<file path="src/rtl/crtc_shadow_regs.sv">
// Shadow copy of the 6545 CRTC register file: snooped from CPU writes, and
// readable/writable over a single-outstanding Wishbone responder port.
module crtc_shadow_regs #(
    parameter int REG_COUNT     = 18,
    parameter int WB_ADDR_WIDTH = 20,
    parameter int DATA_WIDTH    = 8
) (
    input  logic                     wb_clock_i,
    input  logic                     wb_reset_i,
    input  logic [WB_ADDR_WIDTH-1:0] wb_addr_i,
    input  logic [DATA_WIDTH-1:0]    wb_data_i,
    output logic [DATA_WIDTH-1:0]    wb_data_o,
    input  logic                     wb_we_i,
    input  logic                     wb_cycle_i,
    input  logic                     wb_strobe_i,
    input  logic                     wb_sel_i,
    output logic                     wb_stall_o,
    output logic                     wb_ack_o,
    input  logic                     crtc_clk_en_i,
    input  logic                     crtc_cs_i,
    input  logic                     crtc_rs_i,
    input  logic                     crtc_we_i,
    input  logic [DATA_WIDTH-1:0]    crtc_data_i
);

    typedef enum logic {IDLE, BUSY} state_t;

    localparam logic [4:0] DIRTY_IDX = 5'h1E;
    localparam logic [4:0] ADDR_IDX  = 5'h1F;

    state_t                state;
    logic [DATA_WIDTH-1:0] shadow [REG_COUNT];
    logic [4:0]            addr_reg;
    logic                  dirty;
    logic [4:0]            req_idx;
    logic                  req_we;
    logic [DATA_WIDTH-1:0] req_data;
    logic [DATA_WIDTH-1:0] rd_val;
    logic                  accept;
    logic                  cpu_wr;
    logic                  unused_addr_bits;

    assign accept           = wb_cycle_i & wb_strobe_i & wb_sel_i & ~wb_stall_o;
    assign cpu_wr           = crtc_clk_en_i & crtc_cs_i & crtc_we_i;
    assign unused_addr_bits = ^wb_addr_i[WB_ADDR_WIDTH-1:5];

    // Read mux works from the captured index, so WB inputs never reach outputs.
    always_comb begin
        rd_val = '0;
        if (int'(req_idx) < REG_COUNT)
            rd_val = shadow[req_idx];
        else if (req_idx == DIRTY_IDX)
            rd_val = DATA_WIDTH'(dirty);
        else if (req_idx == ADDR_IDX)
            rd_val = DATA_WIDTH'(addr_reg);
    end

    always_ff @(posedge wb_clock_i) begin
        if (wb_reset_i) begin
            state      <= IDLE;
            wb_stall_o <= 1'b0;
            wb_ack_o   <= 1'b0;
            wb_data_o  <= '0;
            addr_reg   <= '0;
            dirty      <= 1'b0;
            req_idx    <= '0;
            req_we     <= 1'b0;
            req_data   <= '0;
            shadow     <= '{default: '0};
        end else begin
            wb_ack_o <= 1'b0;
            case (state)
                IDLE: begin
                    if (accept) begin
                        req_idx    <= wb_addr_i[4:0];
                        req_we     <= wb_we_i;
                        req_data   <= wb_data_i;
                        state      <= BUSY;
                        wb_stall_o <= 1'b1;
                    end
                end
                BUSY: begin
                    state      <= IDLE;
                    wb_stall_o <= 1'b0;
                    if (wb_cycle_i) begin
                        wb_ack_o <= 1'b1;
                        if (req_we) begin
                            wb_data_o <= '0;
                            if (int'(req_idx) < REG_COUNT)
                                shadow[req_idx] <= req_data;
                            else if (req_idx == ADDR_IDX)
                                addr_reg <= req_data[4:0];
                        end else begin
                            wb_data_o <= rd_val;
                            if (req_idx == DIRTY_IDX)
                                dirty <= 1'b0;
                        end
                    end
                end
                default: state <= IDLE;
            endcase

            // CPU snoop comes last so it wins any same-cycle collision with a WB commit.
            if (cpu_wr) begin
                if (!crtc_rs_i) begin
                    addr_reg <= crtc_data_i[4:0];
                end else if (int'(addr_reg) < REG_COUNT) begin
                    shadow[addr_reg] <= crtc_data_i;
                    dirty            <= 1'b1;
                end
            end
        end
    end

endmodule

</file>
<file path="config.mk">
export PLATFORM = sky130hd
export DESIGN_NAME = crtc_shadow_regs
export DESIGN_NICKNAME = d
export VERILOG_FILES = /design/src/rtl/crtc_shadow_regs.sv
export SDC_FILE = /design/constraint.sdc
export NUM_CORES = 1
export LEC_CHECK = 0
export BUFFER_PORTS_ARGS = -buffer_cell sky130_fd_sc_hd__buf_2
export CAP_MARGIN = 20
export CORE_AREA = 2 2 158 114
export DETAILED_ROUTE_END_ITERATION = 7
export DIE_AREA = 0 0 160 116
export PLACE_DENSITY = 0.73
export SLEW_MARGIN = 20
export SYNTH_ARGS = -nofsm -noshare
export SYNTH_HDL_FRONTEND = slang
export SYNTH_SLANG_ARGS = --single-unit
</file>
<file path="constraint.sdc">
create_clock -name wb_clock_i -period 2 [get_ports wb_clock_i]
set_input_delay 0.4 -clock wb_clock_i [delete_from_list [all_inputs] [get_ports wb_clock_i]]
set_output_delay 0.4 -clock wb_clock_i [all_outputs]
set_load 0.02 [all_outputs]
</file>
# Word-level counts from Yosys, hierarchy flattened
# Index checks and enable logic that the tools add are counted.
totals:
  reg_bits: 175
  out_inout_bits: 10
op_classes:
  reduce_logical: 5
  n_eq_ne: 3
  n_mux: 40
  magnitude_cmp: 6
  bitwise: 9
op_table:
  columns: ["operator", "n"]
  rows:
  - ["144-bit two-way mux", 8]
  - ["144-bit bitwise mux", 2]
  - ["8-bit demux with 5-bit select", 2]
  - ["8-bit two-way mux", 6]
  - ["5-bit two-way mux", 9]
  - ["8-bit binary-select mux with 5-bit select", 1]
  - ["6-bit greater-or-equal comparator (second input constant)", 2]
  - ["6-bit by 1-bit < comparator with 1-bit output (second input constant)", 2]
  - ["5-bit inverter with 6-bit output", 2]
  - ["5-bit equality test (second input constant)", 2]
  - ["5-bit < comparator (second input constant)", 2]
  - ["1-bit two-way mux", 10]
  - ["1-bit bitwise AND", 5]
  - ["1-bit case mux with 2 select lines", 2]
  - ["2-bit AND reduction", 2]
  - ["1-bit logical AND", 2]
  - ["2-bit != test (second input constant)", 1]
  - ["1-bit inverter", 2]
  - ["2-bit OR reduction", 1]

# Depth between registers and ports, before layout
depth:
  word_depth: 15
  depth_mapped: 7
  ltp_nobuf: 4

# Worst setup path after synthesis
# OpenSTA, ideal clock, no wires.
synth_path:
  path_kind: "reg-to-reg"
  startpoint: "register req_idx[3]"
  endpoint: "register wb_data_o[5]"
  setup_time_ps: 123
  stages_incl_launch_ff: 7
  slack_ps: 81
  t_arrival_ps: 1796
  period_less_slack_ps: 1919
  cell_sequence: "dfxtp_1 -> buf_2 -> buf_2 -> buf_1 -> mux4_2 -> a222oi_1 -> nand2_1"
synth_via:
  elab_chain_cells: 6
  elab_cells_between_ends: 7
synth_rtl:
  columns: ["item", "line", "source"]
  rows:
  - ["from (decl)", "35", "logic [4:0] req_idx;"]
  - ["from (signal assigned)", "75", "req_idx <= wb_addr_i[4:0];"]
  - ["5-bit inverter with 6-bit output (not written as such)", "51", "rd_val = shadow[req_idx];"]
  - ["8-bit binary-select mux with 5-bit select", "51", null]
  - ["8-bit two-way mux (not written as such) (2 in a row)", "51", null]
  - ["8-bit two-way mux *", "50", "if (int'(req_idx) < REG_COUNT)"]
  - ["8-bit two-way mux *", "87", "if (req_we) begin"]
  - ["to (signal assigned)", "94", "wb_data_o <= rd_val;"]
  - ["to (decl)", "12", "output logic [DATA_WIDTH-1:0] wb_data_o,"]
# Every way passes the cells marked *; elsewhere a longest branch is shown, timed or not. The select of a mux whose other input is x is not followed.
# A chain may end at the register's enable or synchronous reset.

# Worst setup path after layout
layout_path:
  startpoint: "register req_idx[0]"
  endpoint: "register wb_data_o[4]"
# Same word-level chain as after synthesis.

==> impl_metrics.tcl <==
set metrics [dict create \
    via_count 8103 \
    seqPwrFrac_pct 48.5 \
    drv_cap 0 \
    ant_nets 0 \
    worstPathCellList "buf_12 > mux4_2 > and3_1 > o31ai_2 > buf_4 > o211ai_1" \
    synth_xor_area_share_pct 0 \
    core-area_um2 16920 \
    worstHoldStart "wb_data_i[6]" \
    start_util_pct 54.61 \
    area_growth_pct 15.90 \
    regToRegEndpoint "wb_data_o[4]$_SDFFE_PP0P_" \
    multi_input_area_um2 5368 \
    yosysSeqAreaShare_pct 37.92 \
    critical_path.max_fanout 8 \
    nNetsFinal 1064 \
    clock_latency_ps 440 \
    rsz0062_at_grt "yes" \
    cts_buffers 17 \
    end_kind "register" \
    cts_tree "yes" \
    grt_pass1_vias 7583 \
    reg_top3 "shadow x144, req_data x8, wb_data_o x8" \
    die_width_um 160 \
    top_register "shadow" \
    path_clk_slew_ps 70 \
    wl_um 28530 \
    total_power_mw 7.287 \
    status "finished with violations" \
    timing.slew.headroom_pct 42.35 \
    wl_per_cell_um 22.61 \
    finalCritPeriodShare_pct 100.2 \
    drtIter0Drc 1055 \
    crit_slowest_cell "mux4_2" \
    p_leak_nw 4.179 \
    synth_area_per_cell_um2 9.407 \
    ys.flop_type "dfxtp_1" \
    cts_root_buf "clkbuf_16" \
    grt_usage_pct 31.47 \
    fin_ws_ps -4.813 \
    largest_reg_flops 144 \
    violations "setup timing" \
    clkPwrFrac_pct 45.3 \
    via_per_inst 6.421 \
    cp.depth 6 \
    cts_max_path_buffers 2 \
    antenna_found_initial 0 \
    stdcell_count 1262 \
    tightest_slew_ps 864.7 \
    syn_area_um2 9238 \
    drv_slew 0 \
    grt-ovfl-total 0 \
    drc 0 \
    cts_max_level 4 \
    required_ps 2300 \
    synth-seq-cells 175 \
    cp.buffers_inverters 2 \
    path_class "reg2reg" \
    synthSimpleGateAreaFrac_pct 15.97 \
    regToRegStartpoint "req_idx[0]$_SDFFE_PP0P_" \
    fmax_mhz 498.8 \
    skew_ps 8.290 \
    synth_nets 1028 \
    grt_pass1_wl_um 44460 \
    max_stage_delay_ps 550 \
    synth_warnings 0 \
    post-route-min-period_ps 2005 \
    setup_viol 1 \
    synth-compound-area-share_pct 16.69 \
    n_fill_cell 1447 \
    synth_edf_count 0 \
    comb_power_share_pct 6.2 \
    p_sw_share_pct 25.61 \
    diodes 0 \
    grt_max_degree 173 \
    hold_depth 3 \
    synth_fa_ha_area_share_pct 0 \
    pre_cts_ws_ps -123.2 \
    synth.area.mux_share_pct 24.49 \
    power.switching_mw 1.866 \
    final_hold_viol_count 0 \
    rr_worst_depth 6 \
    min_to "req_data[6]$_SDFFE_PP0P_" \
    path_delay_family "multiplexers" \
    start_kind "register" \
    r2r_slack_ps -5 \
    drive_gt1_share_pct 19.69 \
    dieHeight_um 116 \
    seqCellArea_um2 3511 \
    cts.sinks 175 \
    internal_power_mw 5.421 \
    synth_cell_types 50 \
    synth_top_family_by_area "multiplexers" \
    first_pass_iters 5 \
    detailed_place_hpwl_um 18170 \
    synth_cells 982 \
    hold_path_class "in2reg" \
    port_buffers 40 \
    rows 40 \
    power_density_nw_per_um2 680.7 \
    critPathArrivalTime_ps 2300 \
    ios 56 \
    placedCellCount 1225 \
    ir_drop_mv 0.5226 \
    async_flop_share_pct 0 \
    gp_congestion 0.8681 \
    die_area_um2 18560 \
]
## cells in the final DEF (no fill, tap or decap), types with 3 or more instances in the layout
master,count
a211oi_1,150
a21oi_1,16
a22oi_1,6
a32oi_1,5
and3_1,8
and4_1,3
and4b_1,5
buf_12,9
buf_2,39
buf_4,73
clkbuf_16,18
clkinv_4,4
dfxtp_1,173
inv_6,4
mux2i_1,181
mux4_2,20
nand2_1,35
nand2b_1,3
nand3_1,19
nand3b_1,5
nand4_1,4
nand4_4,3
nor2_1,162
nor2b_1,8
nor3_1,3
nor3_4,3
nor4_4,3
o211ai_1,4
o22ai_1,10
o31ai_1,6
## tightest hold or removal path, delay by kind of cell
| kind | cells | cell delay [ps] |
|---|---|---|
| buffers and inverters | 1 | 100 |
| AND/OR/NAND/NOR | 1 | 40 |
| AO/OA/AOI/OAI | 1 | 50 |
## worst max path at each step
| stage | startpoint | endpoint |
|---|---|---|
| CTS | req_idx[0]$_SDFFE_PP0P_ | wb_data_o[2]$_SDFFE_PP0P_ |
| finish | req_idx[0]$_SDFFE_PP0P_ | wb_data_o[4]$_SDFFE_PP0P_ |
| global placement | req_idx[0]$_SDFFE_PP0P_ | wb_data_o[2]$_SDFFE_PP0P_ |
| detailed placement | req_idx[0]$_SDFFE_PP0P_ | wb_data_o[2]$_SDFFE_PP0P_ |
| global route | req_idx[4]$_SDFFE_PP0P_ | shadow[57]$_SDFF_PP0_ |
| floorplan | req_idx[3]$_SDFFE_PP0P_ | wb_data_o[5]$_SDFFE_PP0P_ |
## cells in the mapped netlist, types with 4 or more instances
cell | count | share of area, %
nor2_1 | 164 | 6.7
nor2b_1 | 8 | 0.54
mux2i_1 | 181 | 20
o211ai_1 | 4 | 0.33
nand4_1 | 4 | 0.27
a32oi_1 | 5 | 0.47
a21oi_1 | 16 | 0.87
nand3_1 | 19 | 1.0
nand4_2 | 5 | 0.68
a211oi_1 | 150 | 12
clkbuf_1 | 68 | 2.8
a22oi_1 | 6 | 0.49
nand3b_1 | 5 | 0.41
buf_2 | 20 | 1.1
o22ai_1 | 12 | 0.81
buf_1 | 9 | 0.37
mux4_2 | 20 | 4.9
o31ai_1 | 9 | 0.73
nand2_1 | 35 | 1.4
and3_1 | 9 | 0.61
clkbuf_2 | 5 | 0.27
and4b_1 | 5 | 0.54
dfxtp_1 | 175 | 38
## per-stage QoR
step           setup TNS [ps]  hold slack (ps)  cell area (µm²)  util (%)
2_1_floorplan               0            444.4             9238         -
3_3_place_gp           -171.5            459.4             9983     59.02
3_5_place_dp           -562.5            459.3             9983     59.02
4_1_cts                -8.812            183.4            10580     62.53
5_1_grt                -15.44            183.9            10710     63.29
6_report               -4.813            194.6            10710     63.29
## logic make-up after synthesis
family	count (synthesis)
AOI/OAI and AO/OA	211
buffers and inverters	108
DFF	175
muxes	201
and+or+nand+nor	287
## routing by layer
layer,vias to the layer above,track usage (%),share of wire [%]
met4,0,8.769,1.5
met3,37,6.407,11
li1,3733,-,-
met2,407,47.04,43
met5,-,0,0
met1,3926,46.29,45
## final cells by class
class	instances	share of cell area (%)
inverter	2	0.07012
clock buffer	19	4.137
sequential	175	32.79
timing repair buffer	123	8.963
clock inverter	13	1.204
tap	231	2.700
multi-input combinational	699	50.13
## power groups by stage
| stage | logic, mW | clock network, mW | registers [mW] |
|---|---|---|---|
| after global routing | 0.474 | 3.49 | 3.53 |
| after CTS | 0.430 | 3.33 | 3.53 |
| final | 0.454 | 3.30 | 3.53 |
| after global placement | 0.421 | 0 | 3.61 |
| after detailed placement | 0.428 | 0 | 3.61 |
| after floorplan | 0.266 | 0 | 3.60 |
## repair_timing
item / CTS / global route
pin swaps: 0 / 2
buffers inserted: 0 / 4
endpoints found under the setup margin: 5 / 43
resized for setup: 4 / 15
gates cloned: 0 / 1
hold buffers: 0 / 0
Power figures use the tool's default switching activity.
